`src/rtl/wb_arbiter_pkg.sv`:
```
// Shared writeback constants: bus widths and CDB source encodings.
// The optional same-cycle bypass is enabled by defining WB_BYPASS_EN.
package wb_arbiter_pkg;

    localparam int ROBTagBus    = 5;
    localparam int ALUOutputBus = 32;
    localparam int LMDOutputBus = 32;
    localparam int AddrBus      = 32;

    localparam logic WB_SRC_ALU = 1'b0;
    localparam logic WB_SRC_LSB = 1'b1;

    typedef enum logic {
        RR_ALU = 1'b0,
        RR_LSB = 1'b1
    } rr_t;

endpackage

```
`src/rtl/wb_arbiter_fifo.sv`:
```
// Circular result FIFO for one writeback source.
// Flush empties it; push into a full FIFO is dropped.
module wb_fifo
    import wb_arbiter_pkg::*;
#(
    parameter int WIDTH = 8,
    parameter int DEPTH = 2
) (
    input  logic             i_clk,
    input  logic             i_rst,
    input  logic             i_flush,
    input  logic             i_push,
    input  logic             i_pop,
    input  logic [WIDTH-1:0] i_data,
    output logic [WIDTH-1:0] o_head,
    output logic             o_empty,
    output logic             o_full
);

    localparam int PW = $clog2(DEPTH);

    logic [WIDTH-1:0] r_mem [DEPTH];
    logic [PW-1:0]    r_wptr;
    logic [PW-1:0]    r_rptr;
    logic [PW:0]      r_count;
    logic             w_push;
    logic             w_pop;

    assign o_empty = (r_count == '0);
    assign o_full  = (r_count == (PW+1)'(DEPTH));
    assign o_head  = r_mem[r_rptr];
    assign w_push  = i_push && !o_full && !i_flush;
    assign w_pop   = i_pop && !o_empty && !i_flush;

    always_ff @(posedge i_clk or posedge i_rst) begin
        if (i_rst) begin
            r_wptr  <= '0;
            r_rptr  <= '0;
            r_count <= '0;
        end else if (i_flush) begin
            r_wptr  <= '0;
            r_rptr  <= '0;
            r_count <= '0;
        end else begin
            if (w_push)
                r_wptr <= r_wptr + PW'(1);
            if (w_pop)
                r_rptr <= r_rptr + PW'(1);
            r_count <= r_count + (PW+1)'(w_push) - (PW+1)'(w_pop);
        end
    end

    always_ff @(posedge i_clk) begin
        if (w_push)
            r_mem[r_wptr] <= i_data;
    end

endmodule

```
`src/rtl/wb_arbiter.sv`:
```
// Round-robin writeback arbiter: ALU and LSB FIFOs onto one registered CDB.
// Define WB_BYPASS_EN to let a winning push skip its empty FIFO.
module wb_arbiter
    import wb_arbiter_pkg::*;
#(
    parameter int TAG_WIDTH  = ROBTagBus,
    parameter int DATA_WIDTH = ALUOutputBus,
    parameter int ADDR_WIDTH = AddrBus,
    parameter int FIFO_DEPTH = 2
) (
    input  logic                  clk_in,
    input  logic                  rst_in,
    input  logic                  rdy_in,
    input  logic                  clear,
    input  logic                  alu_valid,
    input  logic [TAG_WIDTH-1:0]  alu_tag,
    input  logic [DATA_WIDTH-1:0] alu_value,
    input  logic [ADDR_WIDTH-1:0] alu_npc,
    output logic                  alu_full,
    input  logic                  lsb_valid,
    input  logic [TAG_WIDTH-1:0]  lsb_tag,
    input  logic [DATA_WIDTH-1:0] lsb_value,
    output logic                  lsb_full,
    output logic                  cdb_valid,
    output logic                  cdb_src,
    output logic [TAG_WIDTH-1:0]  cdb_tag,
    output logic [DATA_WIDTH-1:0] cdb_value,
    output logic [ADDR_WIDTH-1:0] cdb_npc
);

    localparam int EW = TAG_WIDTH + DATA_WIDTH + ADDR_WIDTH;

    rr_t           r_rr;
    logic          w_run;
    logic [EW-1:0] w_alu_in;
    logic [EW-1:0] w_lsb_in;
    logic [EW-1:0] w_alu_head;
    logic [EW-1:0] w_lsb_head;
    logic [EW-1:0] w_alu_src;
    logic [EW-1:0] w_lsb_src;
    logic [EW-1:0] w_sel;
    logic          w_alu_empty;
    logic          w_lsb_empty;
    logic          w_req_alu;
    logic          w_req_lsb;
    logic          w_byp_alu;
    logic          w_byp_lsb;
    logic          w_want_alu;
    logic          w_want_lsb;
    logic          w_gnt_alu;
    logic          w_gnt_lsb;

    assign w_run     = rdy_in && !clear;
    assign w_alu_in  = {alu_tag, alu_value, alu_npc};
    assign w_lsb_in  = {lsb_tag, lsb_value, {ADDR_WIDTH{1'b0}}};
    assign w_req_alu = !w_alu_empty;
    assign w_req_lsb = !w_lsb_empty;

`ifdef WB_BYPASS_EN
    assign w_byp_alu = w_alu_empty && alu_valid;
    assign w_byp_lsb = w_lsb_empty && lsb_valid;
`else
    assign w_byp_alu = 1'b0;
    assign w_byp_lsb = 1'b0;
`endif

    assign w_want_alu = w_req_alu || w_byp_alu;
    assign w_want_lsb = w_req_lsb || w_byp_lsb;
    assign w_gnt_alu  = w_want_alu && (!w_want_lsb || r_rr == RR_ALU);
    assign w_gnt_lsb  = w_want_lsb && !w_gnt_alu;

    // An empty FIFO can only be granted through the bypass path.
    assign w_alu_src = w_req_alu ? w_alu_head : w_alu_in;
    assign w_lsb_src = w_req_lsb ? w_lsb_head : w_lsb_in;
    assign w_sel     = w_gnt_alu ? w_alu_src : w_lsb_src;

    wb_fifo #(.WIDTH(EW), .DEPTH(FIFO_DEPTH)) u_alu_fifo (
        .i_clk   (clk_in),
        .i_rst   (rst_in),
        .i_flush (clear),
        .i_push  (w_run && alu_valid && !(w_gnt_alu && w_byp_alu)),
        .i_pop   (w_run && w_gnt_alu && w_req_alu),
        .i_data  (w_alu_in),
        .o_head  (w_alu_head),
        .o_empty (w_alu_empty),
        .o_full  (alu_full)
    );

    wb_fifo #(.WIDTH(EW), .DEPTH(FIFO_DEPTH)) u_lsb_fifo (
        .i_clk   (clk_in),
        .i_rst   (rst_in),
        .i_flush (clear),
        .i_push  (w_run && lsb_valid && !(w_gnt_lsb && w_byp_lsb)),
        .i_pop   (w_run && w_gnt_lsb && w_req_lsb),
        .i_data  (w_lsb_in),
        .o_head  (w_lsb_head),
        .o_empty (w_lsb_empty),
        .o_full  (lsb_full)
    );

    always_ff @(posedge clk_in or posedge rst_in) begin
        if (rst_in) begin
            r_rr      <= RR_ALU;
            cdb_valid <= 1'b0;
            cdb_src   <= WB_SRC_ALU;
            cdb_tag   <= '0;
            cdb_value <= '0;
            cdb_npc   <= '0;
        end else if (clear) begin
            r_rr      <= RR_ALU;
            cdb_valid <= 1'b0;
        end else if (!rdy_in) begin
            cdb_valid <= 1'b0;
        end else if (w_gnt_alu || w_gnt_lsb) begin
            r_rr      <= w_gnt_alu ? RR_LSB : RR_ALU;
            cdb_valid <= 1'b1;
            cdb_src   <= w_gnt_alu ? WB_SRC_ALU : WB_SRC_LSB;
            cdb_tag   <= w_sel[EW-1 -: TAG_WIDTH];
            cdb_value <= w_sel[ADDR_WIDTH +: DATA_WIDTH];
            cdb_npc   <= w_sel[ADDR_WIDTH-1:0] & {ADDR_WIDTH{w_gnt_alu}};
        end else begin
            cdb_valid <= 1'b0;
        end
    end

endmodule
```
`config.mk`:
```
export PLATFORM = sky130hd
export DESIGN_NAME = wb_arbiter
export DESIGN_NICKNAME = d
export VERILOG_FILES = /design/src/rtl/wb_arbiter_pkg.sv /design/src/rtl/wb_arbiter_fifo.sv /design/src/rtl/wb_arbiter.sv
export SDC_FILE = /design/constraint.sdc
export NUM_CORES = 1
export LEC_CHECK = 0
export BUFFER_PORTS_ARGS = -buffer_cell sky130_fd_sc_hd__buf_2
export CAP_MARGIN = 20
export CORE_ASPECT_RATIO = 1.4
export CORE_MARGIN = 4
export CORE_UTILIZATION = 35
export CTS_CLUSTER_DIAMETER = 60
export CTS_CLUSTER_SIZE = 28
export DETAILED_ROUTE_END_ITERATION = 8
export GPL_ROUTABILITY_DRIVEN = 0
export GPL_TIMING_DRIVEN = 0
export PLACE_DENSITY = 0.56
export SLEW_MARGIN = 15
export SYNTH_ARGS = -nofsm -noshare
export SYNTH_HDL_FRONTEND = slang
export SYNTH_HIERARCHICAL = 1
export SYNTH_SLANG_ARGS = --single-unit
```
`constraint.sdc`:
```
create_clock -name clk_in -period 13.4 [get_ports clk_in]
set_input_delay 2.01 -clock clk_in [delete_from_list [all_inputs] [get_ports clk_in]]
set_output_delay 2.01 -clock clk_in [all_outputs]
set_load 0.01 [all_outputs]
```
==> results of run 1 <==
worst reg2reg max path: stages (launching register included):
cell	delay, ns
dfrtp_1	0.43
nor2_1	0.28
nor2b_2	0.11
nor3_4	0.53
buf_6	0.26
o21ai_0	0.16
nor2_1	0.13
ha_1	0.23
inv_1	0.05
ha_1	0.15
xor2_1	0.18
and2_2	0.16
nor3_1	0.04
cell usage in the layout (no fill, tap or decap), types with 2 or more instances in the layout:
cell / instances
inv_16: 3
nand2b_4: 2
nor2_1: 12
inv_6: 3
buf_4: 15
inv_1: 6
bufinv_16: 2
o21ai_0: 2
a221o_2: 27
a22o_1: 32
a21oi_1: 2
clkbuf_1: 6
clkbuf_16: 23
and2_2: 2
or2_1: 2
nor2b_1: 4
dfrtp_1: 80
buf_6: 34
clkinv_8: 4
nor3_1: 2
mux2_4: 108
ha_1: 4
buf_2: 194
a21boi_0: 37
nor3_2: 3
nand2_1: 2
clkinv_4: 2
xor2_1: 4
nor2b_4: 2
and2_1: 2
nor3b_2: 2
a221o_1: 10
edfxtp_1: 212
flip-flops by register name, summed over array words and instances (netlist names):
name                flops
u_alu_fifo/r_mem      138
u_lsb_fifo/r_mem       74
cdb_npc                32
cdb_value              32
cdb_tag                 5
u_alu_fifo/r_count      2
u_lsb_fifo/r_count      2
cdb_src                 1
cdb_valid               1
r_rr                    1
u_alu_fifo/r_rptr       1
u_alu_fifo/r_wptr       1
u_lsb_fifo/r_rptr       1
u_lsb_fifo/r_wptr       1
power breakdown:
| group | internal, mW | switching [mW] | total [mW] |
|---|---|---|---|
| registers | 1.04 | 0.0378 | 1.07 |
| clock network | 0.380 | 0.361 | 0.742 |
| logic | 0.122 | 0.115 | 0.237 |
layout make-up:
type                       count  area, sq um  area share
inverter                       7         28.8     0.00202
antenna                        1         2.50    0.000175
sequential                   292         8370       0.586
tap                          440          551      0.0386
timing repair buffer         211         1190      0.0833
clock buffer                  25          583      0.0408
clock inverter                17          251      0.0176
buffer                        38          325      0.0228
multi-input combinational    266         2980       0.208
worst paths after layout:
| kind | start | endpoint | slack [ns] | cells after the start |
|---|---|---|---|---|
| min reg2reg | cdb_npc[13]$_DFFE_PP0P_ | cdb_npc[13]$_DFFE_PP0P_ | 0.49 | 1 |
| min | cdb_npc[13]$_DFFE_PP0P_ | cdb_npc[13]$_DFFE_PP0P_ | 0.49 | 1 |
| max in group asynchronous | rst_in | cdb_tag[3]$_DFFE_PP0P_ | 11.28 | 3 |
| max | clear | u_alu_fifo/r_mem[0][3]$_DFFE_PP_ | 9.13 | 11 |
| min in group asynchronous | rst_in | u_lsb_fifo/r_wptr$_DFFE_PP0P_ | 1.39 | 2 |
| max reg2reg | u_lsb_fifo/r_count[0]$_DFF_PP0_ | u_alu_fifo/r_count[1]$_DFF_PP0_ | 10.57 | 12 |
routing by layer:
metal | wire length, um | vias to the layer above
met5 | 27 | -
met4 | 603 | 4
met3 | 1630 | 40
met2 | 13800 | 179
met1 | 10900 | 3144
li1 | - | 2836
through the flow:
stage	util	total power [mW]	hold WS [ns]
CTS	0.437	2.09	0.502
global placement	0.402	1.33	0.477
detailed placement	0.411	1.33	0.476
finish	0.437	2.05	0.495
floorplan	-	1.21	0.529
global route	0.437	2.15	0.515
==> impl_metrics.py, run 1 <==
metrics = {
    "grt": {
        "grt_util_met2": 0.260,
        "met3_usage": 0.0322,
        "busiest_layer": "met2",
        "gr-total-overflow": 0,
        "antenna_found_initial": 2,
        "grt_pass1_wl_um": 40100,
        "grt_usage": 0.145,
        "use_met1": 0.174,
        "first_global_vias": 6669,
        "grt_max_degree": 46,
    },
    "timing": {
        "max_freq_ghz": 0.234,
        "slew_viol_final": 0,
        "finalHoldViolCount": 0,
        "worst_slew_pin_slew_ns": 0.786,
        "period_needed_ns": 4.27,
        "setup_viol": 0,
        "final.setup.worst_slack_ns": 9.13,
        "max_slew_margin": 0.473,
        "final.period_utilization": 0.319,
        "fin_skew_ns": 0.0154,
        "rsz0062_at_grt": "no",
        "fin_setup_tns_ns": 0,
    },
    "routing": {
        "ant_nets": 0,
        "wl_per_cell_um": 20.7,
        "drcViolationCount": 0,
        "first_pass_iters": 4,
        "drt_iter0_drc": 302,
        "drt-total-wl_um": 26900,
        "vias_per_cell": 4.78,
        "vias": 6203,
    },
    "pwr": {
        "power_density_nw_per_um2": 144,
        "power_leakage_nw": 5.80,
        "peakVddDrop_v": 0.000127,
    },
    "worst_setup_path": {
        "slowest_stage": "nor3_2",
        "path_common_cell": "buf_6",
        "cp_num_buf_inv": 7,
        "worstPathMaxFanout": 10,
        "critical-path-max-stage-delay_ns": 0.50,
        "crit_type": "in -> reg",
        "critical-path-top-delay-family": "buffers and inverters",
        "crit_chain": "buf_2 > and2b_1 > clkbuf_2 > and2_1 > nand2b_4 > nor3_2 > buf_6 > buf_6 > buf_6 > buf_4 > buf_4",
        "required_ns": 13.65,
        "worst_setup_path_end_kind": "flip-flop",
        "cp.arrival_ns": 4.52,
        "cp-start-kind": "input pin",
    },
    "finish": {
        "instances_no_fill": 1297,
        "design_area_sq_um": 14300,
        "layout-drive-gt1-share": 0.507,
        "nets": 955,
        "area_delta_synth_final_pct": 22.3,
        "fill_cells": 2914,
    },
    "min_path": {
        "hp-class": "reg -> reg",
    },
    "flow_run": {
        "maxCapViolations": 0,
    },
    "clock_network": {
        "cts_sinks": 292,
        "cts_buffer_depth": 3,
        "cts_inserted_buffers": 23,
        "ctsResizeCount": 0,
        "cts_tree": "done",
        "clock_tree.root_cell": "clkbuf_16",
        "cts.reportedPaths.clkPinSlew_ns": 0.08,
        "cts_setup_buffers": 0,
        "cts.htree.levels": 1,
        "insertion_delay_ns": 0.54,
        "ctsHoldBuffers": 0,
    },
    "die": {
        "die_w_um": 162,
        "die-area_sq_um": 36400,
        "top_level_ports": 185,
        "core_sq_um": 32700,
        "num_rows": 78,
        "die_h_um": 224,
        "start_util": 0.357,
    },
    "place": {
        "place_area_sq_um": 13400,
        "place_hpwl_um": 19600,
        "io_buffers": 184,
        "dp.cells": 1254,
        "post-place-ws_ns": 8.49,
    },
    "status": {
        "outcome": "finished clean",
    },
    "synth": {
        "syn-instance-count": 603,
        "syn_avg_cell_area_sq_um": 19.4,
        "yosys_warnings": 6,
        "syn_area_sq_um": 11700,
        "synth_fp_nets": 719,
    },
}
(Power assumes the default switching activity.)
==> run 2: changes to the inputs <==
==> constraint.sdc (replaced) <==
create_clock -name clk_in -period 4.2 [get_ports clk_in]
set_input_delay 0.63 -clock clk_in [delete_from_list [all_inputs] [get_ports clk_in]]
set_output_delay 0.63 -clock clk_in [all_outputs]
set_load 0.01 [all_outputs]
==> impl_metrics.py, run 2 (synthesis results as in run 1) <==
metrics = {
    "status": {
        "outcome": "finished clean",
    },
    "pwr": {
        "peakVddDrop_v": 0.000358,
        "power_leakage_nw": 5.82,
        "fin_total_pwr_mw": 6.56,
        "power_density_nw_per_um2": 456,
    },
    "finish": {
        "layout-drive-gt1-share": 0.506,
        "fill_cells": 2941,
        "largest_reg_flops": 138,
        "layout.cells.most_common_list": "edfxtp_1, buf_2, mux2_4",
        "final_common_cell": "edfxtp_1",
        "instances_no_fill": 1296,
        "nets": 949,
        "area_delta_synth_final_pct": 23.2,
        "utilization": 0.440,
        "design_area_sq_um": 14400,
        "reg.largest.list": "u_alu_fifo/r_mem (138), u_lsb_fifo/r_mem (74)",
        "top_register": "u_alu_fifo/r_mem",
    },
    "timing": {
        "max_freq_ghz": 0.354,
        "final.period_utilization": 0.673,
        "final.setup.worst_slack_ns": 1.37,
        "fin_setup_tns_ns": 0,
        "finalHoldViolCount": 0,
        "slew_viol_final": 0,
        "rsz0062_at_grt": "no",
        "worst_slew_pin_slew_ns": 0.660,
        "period_needed_ns": 2.83,
        "max_slew_margin": 0.558,
        "fin_skew_ns": 0.0266,
        "holdWs_ns": 0.0321,
        "setup_viol": 0,
    },
    "clock_network": {
        "clock_tree.root_cell": "clkbuf_16",
        "insertion_delay_ns": 0.54,
        "cts.htree.levels": 1,
        "cts_inserted_buffers": 25,
        "cts_tree": "done",
        "cts_setup_buffers": 0,
        "cts.reportedPaths.clkPinSlew_ns": 0.07,
        "ctsResizeCount": 0,
        "ctsHoldBuffers": 0,
        "cts_buffer_depth": 3,
        "cts_sinks": 292,
    },
    "worst_setup_path": {
        "cp.arrival_ns": 3.21,
        "reg2reg_from": "u_lsb_fifo/r_count[0]$_DFF_PP0_",
        "worstPathMaxFanout": 10,
        "r2r_cells": 12,
        "worst_setup_path_end_kind": "flip-flop",
        "required_ns": 4.58,
        "reg2reg_setup_slack_ns": 1.37,
        "crit_type": "reg -> reg",
        "cp-start-kind": "flip-flop",
        "timing.rr.end": "u_alu_fifo/r_count[1]$_DFF_PP0_",
    },
    "routing": {
        "ant_nets": 0,
        "drt_iter0_drc": 239,
        "vias": 6141,
        "drt-total-wl_um": 27100,
        "first_pass_iters": 4,
        "wl_per_cell_um": 20.9,
        "vias_per_cell": 4.74,
        "drcViolationCount": 0,
    },
    "grt": {
        "first_global_vias": 6590,
        "antenna_found_initial": 7,
        "gr-total-overflow": 0,
        "grt_usage": 0.146,
        "grt_max_degree": 38,
        "grt_pass1_wl_um": 40400,
    },
    "place": {
        "io_buffers": 184,
        "dp.cells": 1246,
        "place_hpwl_um": 19100,
        "place_area_sq_um": 13500,
        "post-place-ws_ns": 1.12,
    },
    "flow_run": {
        "maxCapViolations": 0,
    },
    "die": {
        "num_rows": 78,
        "die_h_um": 224,
        "die-area_sq_um": 36400,
        "top_level_ports": 185,
        "core_sq_um": 32700,
        "start_util": 0.357,
        "die_w_um": 162,
    },
    "min_path": {
        "hp-class": "in -> async",
    },
}
==> run 2: changes by cell type in the layout (fill, tap and decap cells not counted), sizes merged <==
cell,previous run,this run
inv,14,22
clkinv,7,3
bufinv,2,0
diode,1,5
buf,244,236
clkbuf,30,31
==> run 2: worst max-delay path by stage <==
stage	slack, ns	depth (start not counted)	from	endpoint
3_5_place_dp	1.12	12	clear	u_alu_fifo/r_count[1]$_DFF_PP0_
6_report	1.37	12	u_lsb_fifo/r_count[0]$_DFF_PP0_	u_alu_fifo/r_count[1]$_DFF_PP0_
4_1_cts	1.28	12	u_lsb_fifo/r_count[0]$_DFF_PP0_	u_alu_fifo/r_count[1]$_DFF_PP0_
5_1_grt	1.03	12	u_lsb_fifo/r_count[1]$_DFF_PP0_	u_alu_fifo/r_count[1]$_DFF_PP0_
3_3_place_gp	-1.22	6	clear	u_alu_fifo/r_mem[1][46]$_DFFE_PP_
2_1_floorplan	0.69	5	clear	u_alu_fifo/r_mem[1][0]$_DFFE_PP_
==> run 2: worst max-delay path, cell delays in order (launching register included) <==
cell     delay [ns]
dfrtp_1        0.43
nor2_1         0.24
nor2b_2        0.10
nor3_4         0.57
buf_6          0.25
o21ai_0        0.16
nor2_1         0.13
ha_1           0.24
inv_1          0.05
ha_1           0.14
xor2_1         0.18
and2_2         0.16
nor3_1         0.04
==> run 2: cell type report <==
type / instances / area, sq um / share of cell area
Antenna cell: 5 / 12.5 / 0.000870
Buffer: 38 / 325 / 0.0226
Clock buffer: 26 / 629 / 0.0438
Clock inverter: 19 / 211 / 0.0147
Inverter: 7 / 28.8 / 0.00200
Multi-Input combinational cell: 266 / 3000 / 0.209
Sequential cell: 292 / 8370 / 0.582
Tap cell: 440 / 551 / 0.0383
Timing Repair Buffer: 203 / 1260 / 0.0873
==> run 2: per-layer routing <==
metal / track usage / up-vias / wire length [um]
met3: 0.0333 / 33 / 1570
met5: 0 / - / 41
met2: 0.269 / 144 / 14400
li1: - / 2832 / -
met1: 0.173 / 3126 / 10700
met4: 0.0349 / 6 / 439
==> run 2: power breakdown <==
group	total [mW]	switching (mW)	internal, mW
clock	2.38	1.19	1.18
sequential	3.42	0.117	3.31
combinational	0.761	0.368	0.392
